<file path="config.mk">
export PLATFORM = sky130hd
export DESIGN_NAME = result_collector
export DESIGN_NICKNAME = d
export VERILOG_FILES = /design/src/rtl/result_collector.sv
export SDC_FILE = /design/constraint.sdc
export NUM_CORES = 1
export LEC_CHECK = 0
export BUFFER_PORTS_ARGS = -buffer_cell sky130_fd_sc_hd__buf_2
export CAP_MARGIN = 10
export CORE_ASPECT_RATIO = 1.2
export CORE_MARGIN = 5
export CORE_UTILIZATION = 50
export CTS_BUF_LIST = sky130_fd_sc_hd__clkbuf_4
export CTS_CLUSTER_SIZE = 24
export DETAILED_ROUTE_END_ITERATION = 8
export HOLD_SLACK_MARGIN = 0.08
export PLACE_DENSITY = 0.74
export REMOVE_ABC_BUFFERS = 1
export SYNTH_ARGS = -nofsm -noshare
export SYNTH_HDL_FRONTEND = slang
export SYNTH_SLANG_ARGS = --single-unit
</file>
<file path="constraint.sdc">
create_clock -name clock -period 5.74 [get_ports clock]
set_input_delay 0.861 -clock clock [delete_from_list [all_inputs] [get_ports clock]]
set_output_delay 0.861 -clock clock [all_outputs]
set_load 0.01 [all_outputs]
</file>
<file path="src/rtl/result_collector.sv">
// result_collector
//   Gathers binary pixels from NUM_PARALLEL worker lanes into one frame-buffer
//   write stream. Each lane has its own small FIFO of {row, col, data}. A
//   round-robin arbiter pops at most one FIFO per cycle, and the popped pixel is
//   registered onto the outputs. The block counts the emitted pixels and raises
//   a sticky frame-done flag once a full WIDTH*HEIGHT frame has been written.
//
// Ports
//   clock        rising-edge system clock
//   not_reset    asynchronous active-low reset
//   iResultCol   lane k column at [k*WIDTH_BITS +: WIDTH_BITS]
//   iResultRow   lane k row at [k*HEIGHT_BITS +: HEIGHT_BITS]
//   iResultData  lane k binary pixel
//   iResultWren  lane k write strobe (one pixel per high cycle; lanes are never stalled)
//   oX / oY      row / column of the emitted pixel
//   oR/oG/oB     {3{data}} of the emitted pixel
//   oWren        frame-buffer write strobe
//   oPixelCount  pixels emitted since reset (saturates at WIDTH*HEIGHT)
//   oFrameDone   sticky, high once a full frame has been emitted
//   oOverflow    sticky per-lane flag: a push was dropped on a full FIFO
module result_collector #(
  parameter int WIDTH_BITS        = 8,
  parameter int HEIGHT_BITS       = 8,
  parameter int NUM_PARALLEL_BITS = 2,
  parameter int FIFO_DEPTH_BITS   = 2
) (
  input  logic                                             clock,
  input  logic                                             not_reset,
  input  logic [(1 << NUM_PARALLEL_BITS)*WIDTH_BITS-1:0]  iResultCol,
  input  logic [(1 << NUM_PARALLEL_BITS)*HEIGHT_BITS-1:0] iResultRow,
  input  logic [(1 << NUM_PARALLEL_BITS)-1:0]             iResultData,
  input  logic [(1 << NUM_PARALLEL_BITS)-1:0]             iResultWren,
  output logic [HEIGHT_BITS-1:0]                          oX,
  output logic [WIDTH_BITS-1:0]                           oY,
  output logic [2:0]                                      oR,
  output logic [2:0]                                      oG,
  output logic [2:0]                                      oB,
  output logic                                            oWren,
  output logic [WIDTH_BITS+HEIGHT_BITS:0]                 oPixelCount,
  output logic                                            oFrameDone,
  output logic [(1 << NUM_PARALLEL_BITS)-1:0]             oOverflow
);

  localparam int NP      = 1 << NUM_PARALLEL_BITS;
  localparam int DEPTH   = 1 << FIFO_DEPTH_BITS;
  localparam int NPB     = NUM_PARALLEL_BITS;
  localparam int FDB     = FIFO_DEPTH_BITS;
  localparam int ENTRY_W = HEIGHT_BITS + WIDTH_BITS + 1;
  localparam int CNT_W   = WIDTH_BITS + HEIGHT_BITS + 1;

  localparam logic [CNT_W-1:0] FRAME_PIXELS = CNT_W'(1) << (WIDTH_BITS + HEIGHT_BITS);
  localparam logic [CNT_W-1:0] CNT_ONE      = CNT_W'(1);
  localparam logic [FDB:0]     PTR_ONE      = (FDB + 1)'(1);
  localparam logic [NPB-1:0]   RR_ONE       = NPB'(1);

  typedef enum logic {COLLECT, DONE} state_t;

  // FIFO entries are packed as {row, col, data}
  logic [ENTRY_W-1:0] fifoMem_q [NP][DEPTH];
  logic [FDB:0]       wrPtr_q   [NP];
  logic [FDB:0]       rdPtr_q   [NP];
  logic [FDB:0]       occupancy [NP];
  logic [NP-1:0]      fifoEmpty;
  logic [NP-1:0]      fifoFull;
  logic [NP-1:0]      popLane;
  logic [NP-1:0]      overflow_q;

  logic [NPB-1:0]     rrPtr_q, rrPtr_d;
  logic [NPB-1:0]     grantLane;
  logic [NPB-1:0]     candidate;
  logic               grantValid;
  logic [ENTRY_W-1:0] headEntry;

  logic [HEIGHT_BITS-1:0] outRow_q;
  logic [WIDTH_BITS-1:0]  outCol_q;
  logic                   outData_q;
  logic                   outWren_q;
  logic [CNT_W-1:0]       pixelCount_q, pixelCount_d;
  state_t                 state_q, state_d;

  // Pointers carry one extra wrap bit, so occupancy reaches DEPTH exactly when
  // the FIFO is full and its top bit alone identifies the full condition.
  always_comb begin
    fifoEmpty = '0;
    fifoFull  = '0;
    for (int k = 0; k < NP; k++) begin
      occupancy[k] = wrPtr_q[k] - rdPtr_q[k];
      fifoEmpty[k] = (occupancy[k] == '0);
      fifoFull[k]  = occupancy[k][FDB];
    end
  end

  // Round-robin search starting at rrPtr_q. Grants depend only on registered
  // occupancy, so a pixel pushed this cycle can be popped next cycle at the
  // earliest (no bypass path).
  always_comb begin
    grantValid = 1'b0;
    grantLane  = rrPtr_q;
    candidate  = rrPtr_q;
    for (int i = 0; i < NP; i++) begin
      candidate = rrPtr_q + NPB'(i);
      if (!grantValid && !fifoEmpty[candidate]) begin
        grantValid = 1'b1;
        grantLane  = candidate;
      end
    end
    popLane = '0;
    if (grantValid) begin
      popLane[grantLane] = 1'b1;
    end
    headEntry = fifoMem_q[grantLane][rdPtr_q[grantLane][FDB-1:0]];
    rrPtr_d   = grantValid ? (grantLane + RR_ONE) : rrPtr_q;
  end

  // Pixel counter saturates at a full frame; the state flips to DONE in the
  // same cycle the count reaches the frame size.
  always_comb begin
    pixelCount_d = pixelCount_q;
    state_d      = state_q;
    if (grantValid && (pixelCount_q != FRAME_PIXELS)) begin
      pixelCount_d = pixelCount_q + CNT_ONE;
    end
    case (state_q)
      COLLECT: if (pixelCount_d == FRAME_PIXELS) state_d = DONE;
      DONE:    state_d = DONE;
      default: state_d = COLLECT;
    endcase
  end

  // A push into a full FIFO is still accepted when that lane is popped in the
  // same cycle: the write lands in the slot being freed.
  always_ff @(posedge clock or negedge not_reset) begin
    if (!not_reset) begin
      for (int k = 0; k < NP; k++) begin
        wrPtr_q[k] <= '0;
        rdPtr_q[k] <= '0;
        for (int d = 0; d < DEPTH; d++) begin
          fifoMem_q[k][d] <= '0;
        end
      end
      overflow_q <= '0;
    end else begin
      for (int k = 0; k < NP; k++) begin
        if (iResultWren[k]) begin
          if (!fifoFull[k] || popLane[k]) begin
            fifoMem_q[k][wrPtr_q[k][FDB-1:0]] <= {iResultRow[k*HEIGHT_BITS +: HEIGHT_BITS],
                                                  iResultCol[k*WIDTH_BITS +: WIDTH_BITS],
                                                  iResultData[k]};
            wrPtr_q[k] <= wrPtr_q[k] + PTR_ONE;
          end else begin
            overflow_q[k] <= 1'b1;
          end
        end
        if (popLane[k]) begin
          rdPtr_q[k] <= rdPtr_q[k] + PTR_ONE;
        end
      end
    end
  end

  // Output registers: coordinates and colour only load on a grant, so they hold
  // their last value while oWren is low.
  always_ff @(posedge clock or negedge not_reset) begin
    if (!not_reset) begin
      rrPtr_q      <= '0;
      outRow_q     <= '0;
      outCol_q     <= '0;
      outData_q    <= 1'b0;
      outWren_q    <= 1'b0;
      pixelCount_q <= '0;
      state_q      <= COLLECT;
    end else begin
      rrPtr_q      <= rrPtr_d;
      outWren_q    <= grantValid;
      pixelCount_q <= pixelCount_d;
      state_q      <= state_d;
      if (grantValid) begin
        outRow_q  <= headEntry[ENTRY_W-1 -: HEIGHT_BITS];
        outCol_q  <= headEntry[WIDTH_BITS:1];
        outData_q <= headEntry[0];
      end
    end
  end

  assign oX          = outRow_q;
  assign oY          = outCol_q;
  assign oR          = {3{outData_q}};
  assign oG          = {3{outData_q}};
  assign oB          = {3{outData_q}};
  assign oWren       = outWren_q;
  assign oPixelCount = pixelCount_q;
  assign oFrameDone  = (state_q == DONE);
  assign oOverflow   = overflow_q;

endmodule

</file>
==> results.md, run 1 <==
- TritonCTS Buffers: 87
- Cts-stage hold buffer count: 0
- Status: finished, final reports clean
- Post-Syn Instances: 1,282
- Critical path type: reg -> reg
- Final Core Density: 56.76%
- Clock sink total: 338
- Crit. End Element: flip-flop
- Clk slew on worst S/H paths: 60 ps
- Yosys warning count: 0
- Distinct cells, synth: 62
- Slew headroom: 25.91%
- Crit-path slowest cell: nand2_1
- DR DRC count: 0
- Flops & latches, synth: 338
- GR Overflow Total: 0
- Vias post-DR: 11.15k
- Worst-margin pin slew: 1109 ps
- Detailed Route Iter0 Violations: 635
- Hold Path Class: in -> async
- WP data required: 6310 ps
- Global-route wire length before repair: 66,120 um
- Top_reg_cell synth: dfrtp_1
- Worst-path cell chain: inv_1 > ha_1 > nand2_1 > nor3_1 > o211a_2 > o31a_1 > and3_2 > buf_4 > ha_1 > nor2_1 > nor2b_1 > nand2_1 > mux2_2
- RSZ-0062 raised after global routing: no
- DRT Wirelength: 41,650 um
- Startpoint types: flip-flop
- DR WL/cell: 21.93 um
- Post-cts resize count: 0
- Initial Utilization: 50.80%
- Net total in the final layout: 1,544
- GP Congestion: 0.8362
- Seq/Total Area, Yosys: 51.48%
- Clock Root Buffer: clkbuf_4
- Core area: 0.03234 mm^2
- Largest net degree at the start of global routing: 140
- Syn-to-layout area delta: 11.72%
- Slowest Stage Delay on Critical Path: 770 ps
- I/O Pins: 122
- Vias per cell: 5.873
- Initial antenna violation count: 6
- Commonest non-fill, non-tap cell in the layout: dfrtp_1
- Vias in the first global route: 11.83k
- Arrival @ worst endpoint: 5760 ps
- Peak Freq: 192.6 MHz
- Asr flop ratio synth: 100.0%
- Max Cap Violations: 0
- Tmin final: 5193 ps
- Buf+Inv Stages, Crit Path: 2
- Synthesized cell area: 0.01643 mm^2
- Critical-path maximum fanout: 22
- Clock Latency Late Sink: 720 ps
- Fin. Hold Viols: 0
- Number of setup buffers added after CTS: 0
- Die ar.: 0.03660 mm^2
- Fillers: 2,647
- CTS tree: built
- Final worst-path cycle share: 90.48%
- PortBufs: 121
- Slew Limit Fails: 0
- Routed Antenna Nets: 0
- Clk buf depth: 3
- Setup violators final: 0
- Placement row count: 72
- Avg Cell Area, Syn: 12.82 um^2
- Clk_skew: 32.37 ps
- Most frequent cells in the layout: 338 x dfrtp_1, 278 x mux2_2, 131 x mux2i_1, 121 x clkbuf_4, 120 x buf_2
- Path depth of the worst reg2reg path: 13
- TritonRoute pass-1 iters: 5
- Die Y: 208.6 um
- CP delay by family, top: simple AND/OR/NAND/NOR gates
- Chip width: 175.5 um
- Crit. path cell count: 13
- Post-DP HPWL: 26,040 um
- H-tree levels: 3
- Total GRT Usage: 22.86%
- Count of flip-flops with a built-in enable after synthesis: 0
- Layout cell share with drive strength beyond 1: 39.34%
-- sequential cells by signal, indices dropped and copies added, names as in the netlist, 2 cells and up --
name,count
rdPtr_q,12
rrPtr_q,2
oX,8
oY,8
fifoMem_q,272
oPixelCount,17
wrPtr_q,12
oOverflow,4
-- cell families after synthesis --
| kind of cell | count (synthesis) | share of synthesized area, % |
|---|---|---|
| adder cells (fa/ha/maj) | 34 | 2.635 |
| flip-flops | 338 | 51.48 |
| XOR/XNOR | 47 | 2.635 |
| AO/OA/AOI/OAI | 156 | 7.570 |
| AND/OR/NAND/NOR | 200 | 5.437 |
| buffers and inverters | 98 | 3.213 |
| multiplexers | 409 | 27.03 |
-- layout make-up --
type                    instances  area (um^2)  share of cell area (%)
inverters                      20        76.32                  0.4158
diodes                          5        12.51                 0.06816
clock inverters                19        111.4                  0.6066
multi-input cells             846         7462                   40.65
clock buffers                 121        908.4                   4.949
repair buffers                143        818.3                   4.458
flip-flops and latches        338         8458                   46.08
well taps                     407        509.2                   2.774
-- cells in the mapped netlist (2+ instances only) --
| cell type | number | area share (%) |
|---|---|---|
| a211oi_2 | 19 | 1.4 |
| xnor2_1 | 35 | 1.9 |
| o21ai_1 | 4 | 0.12 |
| a41oi_1 | 2 | 0.11 |
| nand3_1 | 15 | 0.46 |
| inv_1 | 18 | 0.41 |
| nor3_1 | 8 | 0.24 |
| buf_2 | 31 | 0.94 |
| nor2b_1 | 9 | 0.34 |
| nand4_1 | 2 | 0.076 |
| buf_6 | 2 | 0.14 |
| a211oi_1 | 18 | 0.82 |
| a32oi_1 | 18 | 0.96 |
| mux2_2 | 278 | 19 |
| nand2_2 | 3 | 0.11 |
| or3_1 | 2 | 0.076 |
| buf_4 | 28 | 1.3 |
| a21oi_1 | 47 | 1.4 |
| dfrtp_1 | 338 | 51 |
| o21ai_0 | 8 | 0.24 |
| and2_1 | 3 | 0.11 |
| nand2_1 | 115 | 2.6 |
| a221oi_1 | 17 | 0.91 |
| mux2i_1 | 131 | 8.0 |
| or2_2 | 2 | 0.076 |
| nor2_1 | 25 | 0.57 |
| a21o_1 | 4 | 0.18 |
| nor4_1 | 3 | 0.11 |
| and3_1 | 7 | 0.27 |
| xor2_1 | 10 | 0.53 |
| ha_1 | 33 | 2.5 |
| clkbuf_1 | 17 | 0.39 |
-- stage by stage --
step / setup WS (ps) / area, um^2 / instances / hold slack [ps] / setup TNS (ps)
final: 546.6 / 18360 / 1899 / 215.8 / 0
after floorplan: -128.6 / 15980 / 1204 / 447.1 / -13030
after global routing: 213.4 / 18350 / 1898 / 246.8 / 0
after CTS: 503.1 / 18340 / 1894 / 188.2 / 0
after detailed placement: 555.0 / 17320 / 1754 / 455.3 / 0
after global placement: 667.0 / 17320 / 1754 / 442.4 / 0
-- routing by layer --
layer,track usage [%],up-vias,routed length (um)
met2,37.72,351,20770
met3,4.483,91,2197
met4,9.763,2,1210
met1,29.61,5752,17460
li1,-,4957,-
met5,0,-,7
-- path summary, 6_finish.rpt --
check / startpoint / endpoint / slack (ps)
worst max-delay path: rdPtr_q[4] / fifoMem_q[188] / 550
worst min-delay path: not_reset / fifoMem_q[256] / 220
worst max register to register: rdPtr_q[4] / fifoMem_q[188] / 550
worst min register to register: oOverflow[3] / oOverflow[3] / 460
max in group asynchronous: not_reset / fifoMem_q[260] / 4250
min in group clock: iResultWren[3] / oOverflow[3] / 380
Power of run 1 is not shown: default switching activity piles up to over one toggle a cycle in this logic, so the estimate is an artifact.
==> inputs of run 2 (changes only) <==
Settings changed: ABC_CLOCK_PERIOD_IN_PS set to 5740, BUFFER_PORTS_ARGS -buffer_cell sky130_fd_sc_hd__buf_2 to -buffer_cell sky130_fd_sc_hd__clkbuf_2.
==> results.md, run 2 (synthesis gave the netlist of run 1 again) <==
- Status: finished, final reports clean
- GR Overflow Total: 0
- Clk slew on worst S/H paths: 70 ps
- Clock sink total: 338
- I/O Pins: 122
- Crit. Startpoint: wrPtr_q[6]
- Chip width: 175.5 um
- TritonRoute pass-1 iters: 5
- Slew headroom: 30.34%
- Met2 wire len: 20,190 um
- Global-route wire length before repair: 64,280 um
- Critical-path maximum fanout: 22
- Largest register FFs: 272
- Layout cell share with drive strength beyond 1: 39.68%
- CTS tree: built
- Vias in the first global route: 11.41k
- Clock Latency Late Sink: 700 ps
- Met3 wire length: 2205 um
- Total GRT Usage: 22.19%
- Post-DP HPWL: 25,610 um
- RSZ-0062 raised after global routing: no
- WP data required: 6290 ps
- Tmin final: 5216 ps
- Placement row count: 72
- Final worst-path cycle share: 90.87%
- Commonest non-fill, non-tap cell in the layout: dfrtp_1
- GP Congestion: 0.8256
- Hold WS: 384.5 ps
- Hold Path Class: in -> reg
- H-tree levels: 3
- DR DRC count: 0
- PortBufs: 121
- Die Y: 208.6 um
- HP Start: iResultWren[3]
- Core area: 0.03234 mm^2
- Number of setup buffers added after CTS: 0
- Peak Freq: 191.7 MHz
- Setup violators final: 0
- Initial Utilization: 50.80%
- Clk buf depth: 3
- Vias post-DR: 10.96k
- Met1 wire length: 16,940 um
- Arrival @ worst endpoint: 5760 ps
- Routed Antenna Nets: 0
- Vias per cell: 5.806
- Largest net degree at the start of global routing: 169
- TritonCTS Buffers: 85
- Worst r2r src: wrPtr_q[6]
- Most frequent cells in the layout: 338 x dfrtp_1, 278 x mux2_2, 131 x mux2i_1, 124 x clkbuf_4, 120 x clkbuf_2
- Critical path type: reg -> reg
- Die ar.: 0.03660 mm^2
- Net total in the final layout: 1,541
- Initial antenna violation count: 3
- DRT Wirelength: 40,430 um
- Clk_skew: 43.18 ps
- DR WL/cell: 21.43 um
- Detailed Route Iter0 Violations: 575
- Slew Limit Fails: 0
- Top Metal Used: met4
- Max Cap Violations: 0
- Clock Root Buffer: clkbuf_4
- Syn-to-layout area delta: 11.44%
- Fin. Hold Viols: 0
- Crit. End Element: flip-flop
- Largest Register: fifoMem_q
- Startpoint types: flip-flop
- Worst-margin pin slew: 1042 ps
## run 2: cell count changes in the layout (fill, tap and decap cells not counted), moves of 2 or more
cell,delta
diode_2,-2
clkinv_1,-12
clkbuf_4,+3
buf_2,-120
inv_2,+2
buf_4,-3
clkbuf_2,+120
## run 2: worst paths after layout
kind | to | slack (ps) | cells past startpoint
setup / recovery | fifoMem_q[175] | 520 | 14
hold / removal | oOverflow[3] | 380 | 2
setup reg to reg | fifoMem_q[175] | 520 | 14
hold reg to reg | oOverflow[3] | 470 | 1
max in group asynchronous | fifoMem_q[167] | 3810 | 3
min in group asynchronous | fifoMem_q[241] | 670 | 2
## run 2: worst max-delay path, cell delays in order (launching register included)
cell and delay [ps]:
dfrtp_1 380, inv_1 120, ha_1 240, fa_1 380, xnor3_1 200, nand3_1 180, nor3_1 150, o21ai_1 210
and3_2 620, buf_4 510, ha_1 280, nor2_1 80, nor2b_1 400, nand2_1 740, mux2_2 520
## run 2: cell type report
| class | instances | area [um^2] |
|---|---|---|
| Antenna cell | 3 | 7.507 |
| Clock buffer | 124 | 930.9 |
| Clock inverter | 7 | 40.04 |
| Fill cell | 2690 | 14030 |
| Inverter | 20 | 76.32 |
| Multi-Input combinational cell | 846 | 7462 |
| Sequential cell | 338 | 8458 |
| Tap cell | 407 | 509.2 |
| Timing Repair Buffer | 142 | 825.8 |
## run 2: metrics by stage
step,setup slack [ps],utilization (%),TNS [ps],area [um^2],cells
5_1_grt,337.6,56.61,0,18310,1886
3_3_place_gp,908.9,53.56,0,17320,1752
4_1_cts,586.8,56.59,0,18300,1884
3_5_place_dp,635.7,53.56,0,17320,1752
2_1_floorplan,-128.6,-,-13030,15980,1204
6_report,524.3,56.62,0,18310,1887
## run 2: layer usage
metal  GRT usage (%)  vias to the layer above
met5               0                        -
met4           8.069                        0
met3           4.628                       67
met2           36.97                      316
met1           28.87                     5607
li1                -                     4965
## run 2: repair_timing
item	CTS	global route
hold endpoints to repair	48	0
hold buffers	1	0
resized for setup	0	0
Power of run 2 is left out for the same reason.
==> inputs of run 3 (changes only) <==
Settings changed: CTS_BUF_LIST sky130_fd_sc_hd__clkbuf_4 to sky130_fd_sc_hd__clkbuf_8.
==> results.md, run 3 (synthesis gave the netlist of run 1 again) <==
- Routed Antenna Nets: 0
- Initial antenna violation count: 3
- Initial Utilization: 50.80%
- Clk_skew: 35.82 ps
- Post-cts resize count: 0
- Layout cell share with drive strength beyond 1: 37.40%
- Worst-path cell chain: inv_1 > ha_1 > fa_1 > xnor3_1 > nand3_1 > nor3_1 > o21ai_1 > and3_2 > buf_4 > ha_1 > nor2_1 > nor2b_1 > nand2_1 > mux2_2
- PortBufs: 121
- Buf+Inv Stages, Crit Path: 2
- GR Overflow Total: 0
- Slowest Stage Delay on Critical Path: 730 ps
- Net total in the final layout: 1,506
- DRT Wirelength: 40,450 um
- Setup violators final: 0
- Global-route wire length before repair: 63,970 um
- Syn-to-layout area delta: 12.12%
- TritonRoute pass-1 iters: 5
- Post-DP HPWL: 25,610 um
- Hold Path Class: in -> async
- Final worst-path cycle share: 89.53%
- Status: finished, final reports clean
- Largest net degree at the start of global routing: 169
- Worst reg2reg setup slack: 600 ps
- Startpoint types: flip-flop
- I/O Pins: 122
- CP delay by family, top: simple AND/OR/NAND/NOR gates
- WP data required: 6210 ps
- Tmin final: 5139 ps
- CTS tree: built
- Core area: 0.03234 mm^2
- Clock sink total: 338
- Most frequent cells in the layout: 338 x dfrtp_1, 278 x mux2_2, 131 x mux2i_1, 120 x clkbuf_2, 115 x nand2_1
- Clk slew on worst S/H paths: 60 ps
- Clk buf depth: 3
- Die ar.: 0.03660 mm^2
- Most Frequent Cell on Critical Path: ha_1
- Number of setup buffers added after CTS: 0
- Vias in the first global route: 11.21k
- Worst-margin pin slew: 1026 ps
- H-tree levels: 2
- Total GRT Usage: 22.04%
- Chip width: 175.5 um
- Crit-path slowest cell: nand2_1
- Slew Limit Fails: 0
- Pre-CTS setup slack: 635.7 ps
- Die Y: 208.6 um
- Arrival @ worst endpoint: 5610 ps
- DR DRC count: 0
- Critical path type: reg -> reg
- DR WL/cell: 21.85 um
- Cts-stage hold buffer count: 0
- Max Cap Violations: 0
- Finished Cell Area: 0.01842 mm^2
- Slew headroom: 31.44%
- Largest Register: fifoMem_q
- RSZ-0062 raised after global routing: no
- Clock Latency Late Sink: 610 ps
- Clock Root Buffer: clkbuf_8
- Crit. End Element: flip-flop
- Vias per cell: 5.790
- GP Congestion: 0.8256
- Fin. Hold Viols: 0
- Peak Freq: 194.6 MHz
- Largest register FFs: 272
- Critical-path maximum fanout: 22
- TritonCTS Buffers: 51
- Placement Cell Area: 0.01732 mm^2
- Final worst slack: 601.1 ps
- Commonest non-fill, non-tap cell in the layout: dfrtp_1
- Detailed Route Iter0 Violations: 696
- Placement row count: 72
- Vias post-DR: 10.72k
==> run 3: cell types whose count changed in the layout (fill, tap and decap cells not counted), sizes merged <==
cell,before,now
bufinv,0,2
clkbuf,244,184
dlygate4sd3,1,0
clkinv,4,15
inv,22,34
==> run 3: cell type report <==
cell class | count | area, um^2
multi-input cells | 846 | 7462
flip-flops and latches | 338 | 8458
inverters | 20 | 76.32
well taps | 407 | 509.2
diodes | 3 | 7.507
clock buffers | 64 | 880.8
clock inverters | 32 | 212.7
fillers | 2649 | 13920
repair buffers | 141 | 815.8
==> run 3: worst reg2reg max path, delay by kind of cell (launching register included) <==
kind	cells	cell delay [ps]
simple gates	6	2170
fa+ha+maj	3	910
buf+inv	2	640
mux	1	530
flops	1	380
xor+xnor	1	210
compound gates	1	200
==> run 3: worst paths after layout <==
path,start,endpoint,cells past startpoint
worst min-delay path,not_reset,fifoMem_q[174],1
worst max-delay path,wrPtr_q[6],fifoMem_q[199],14
min in group clock,oOverflow[3],oOverflow[3],1
worst max register to register,wrPtr_q[6],fifoMem_q[199],14
max in group asynchronous,not_reset,fifoMem_q[74],2
worst min register to register,oOverflow[3],oOverflow[3],1
==> run 3: through the flow <==
stage	TNS (ps)	std cells	utilization, %	hold slack, ps
after global placement	0	1752	53.56	450.8
final	0	1851	56.96	163.8
after detailed placement	0	1752	53.56	460.2
after floorplan	-13030	1204	-	447.1
after global routing	0	1850	56.96	169.1
after CTS	0	1848	56.94	138.2
==> run 3: layer usage <==
| layer | wire (um) | global-route usage (%) |
|---|---|---|
| met1 | 17230 | 29.15 |
| met3 | 1958 | 4.302 |
| met4 | 1219 | 7.316 |
| met2 | 20040 | 36.76 |
| met5 | 0 | 0 |
Power of run 3 is left out for the same reason.
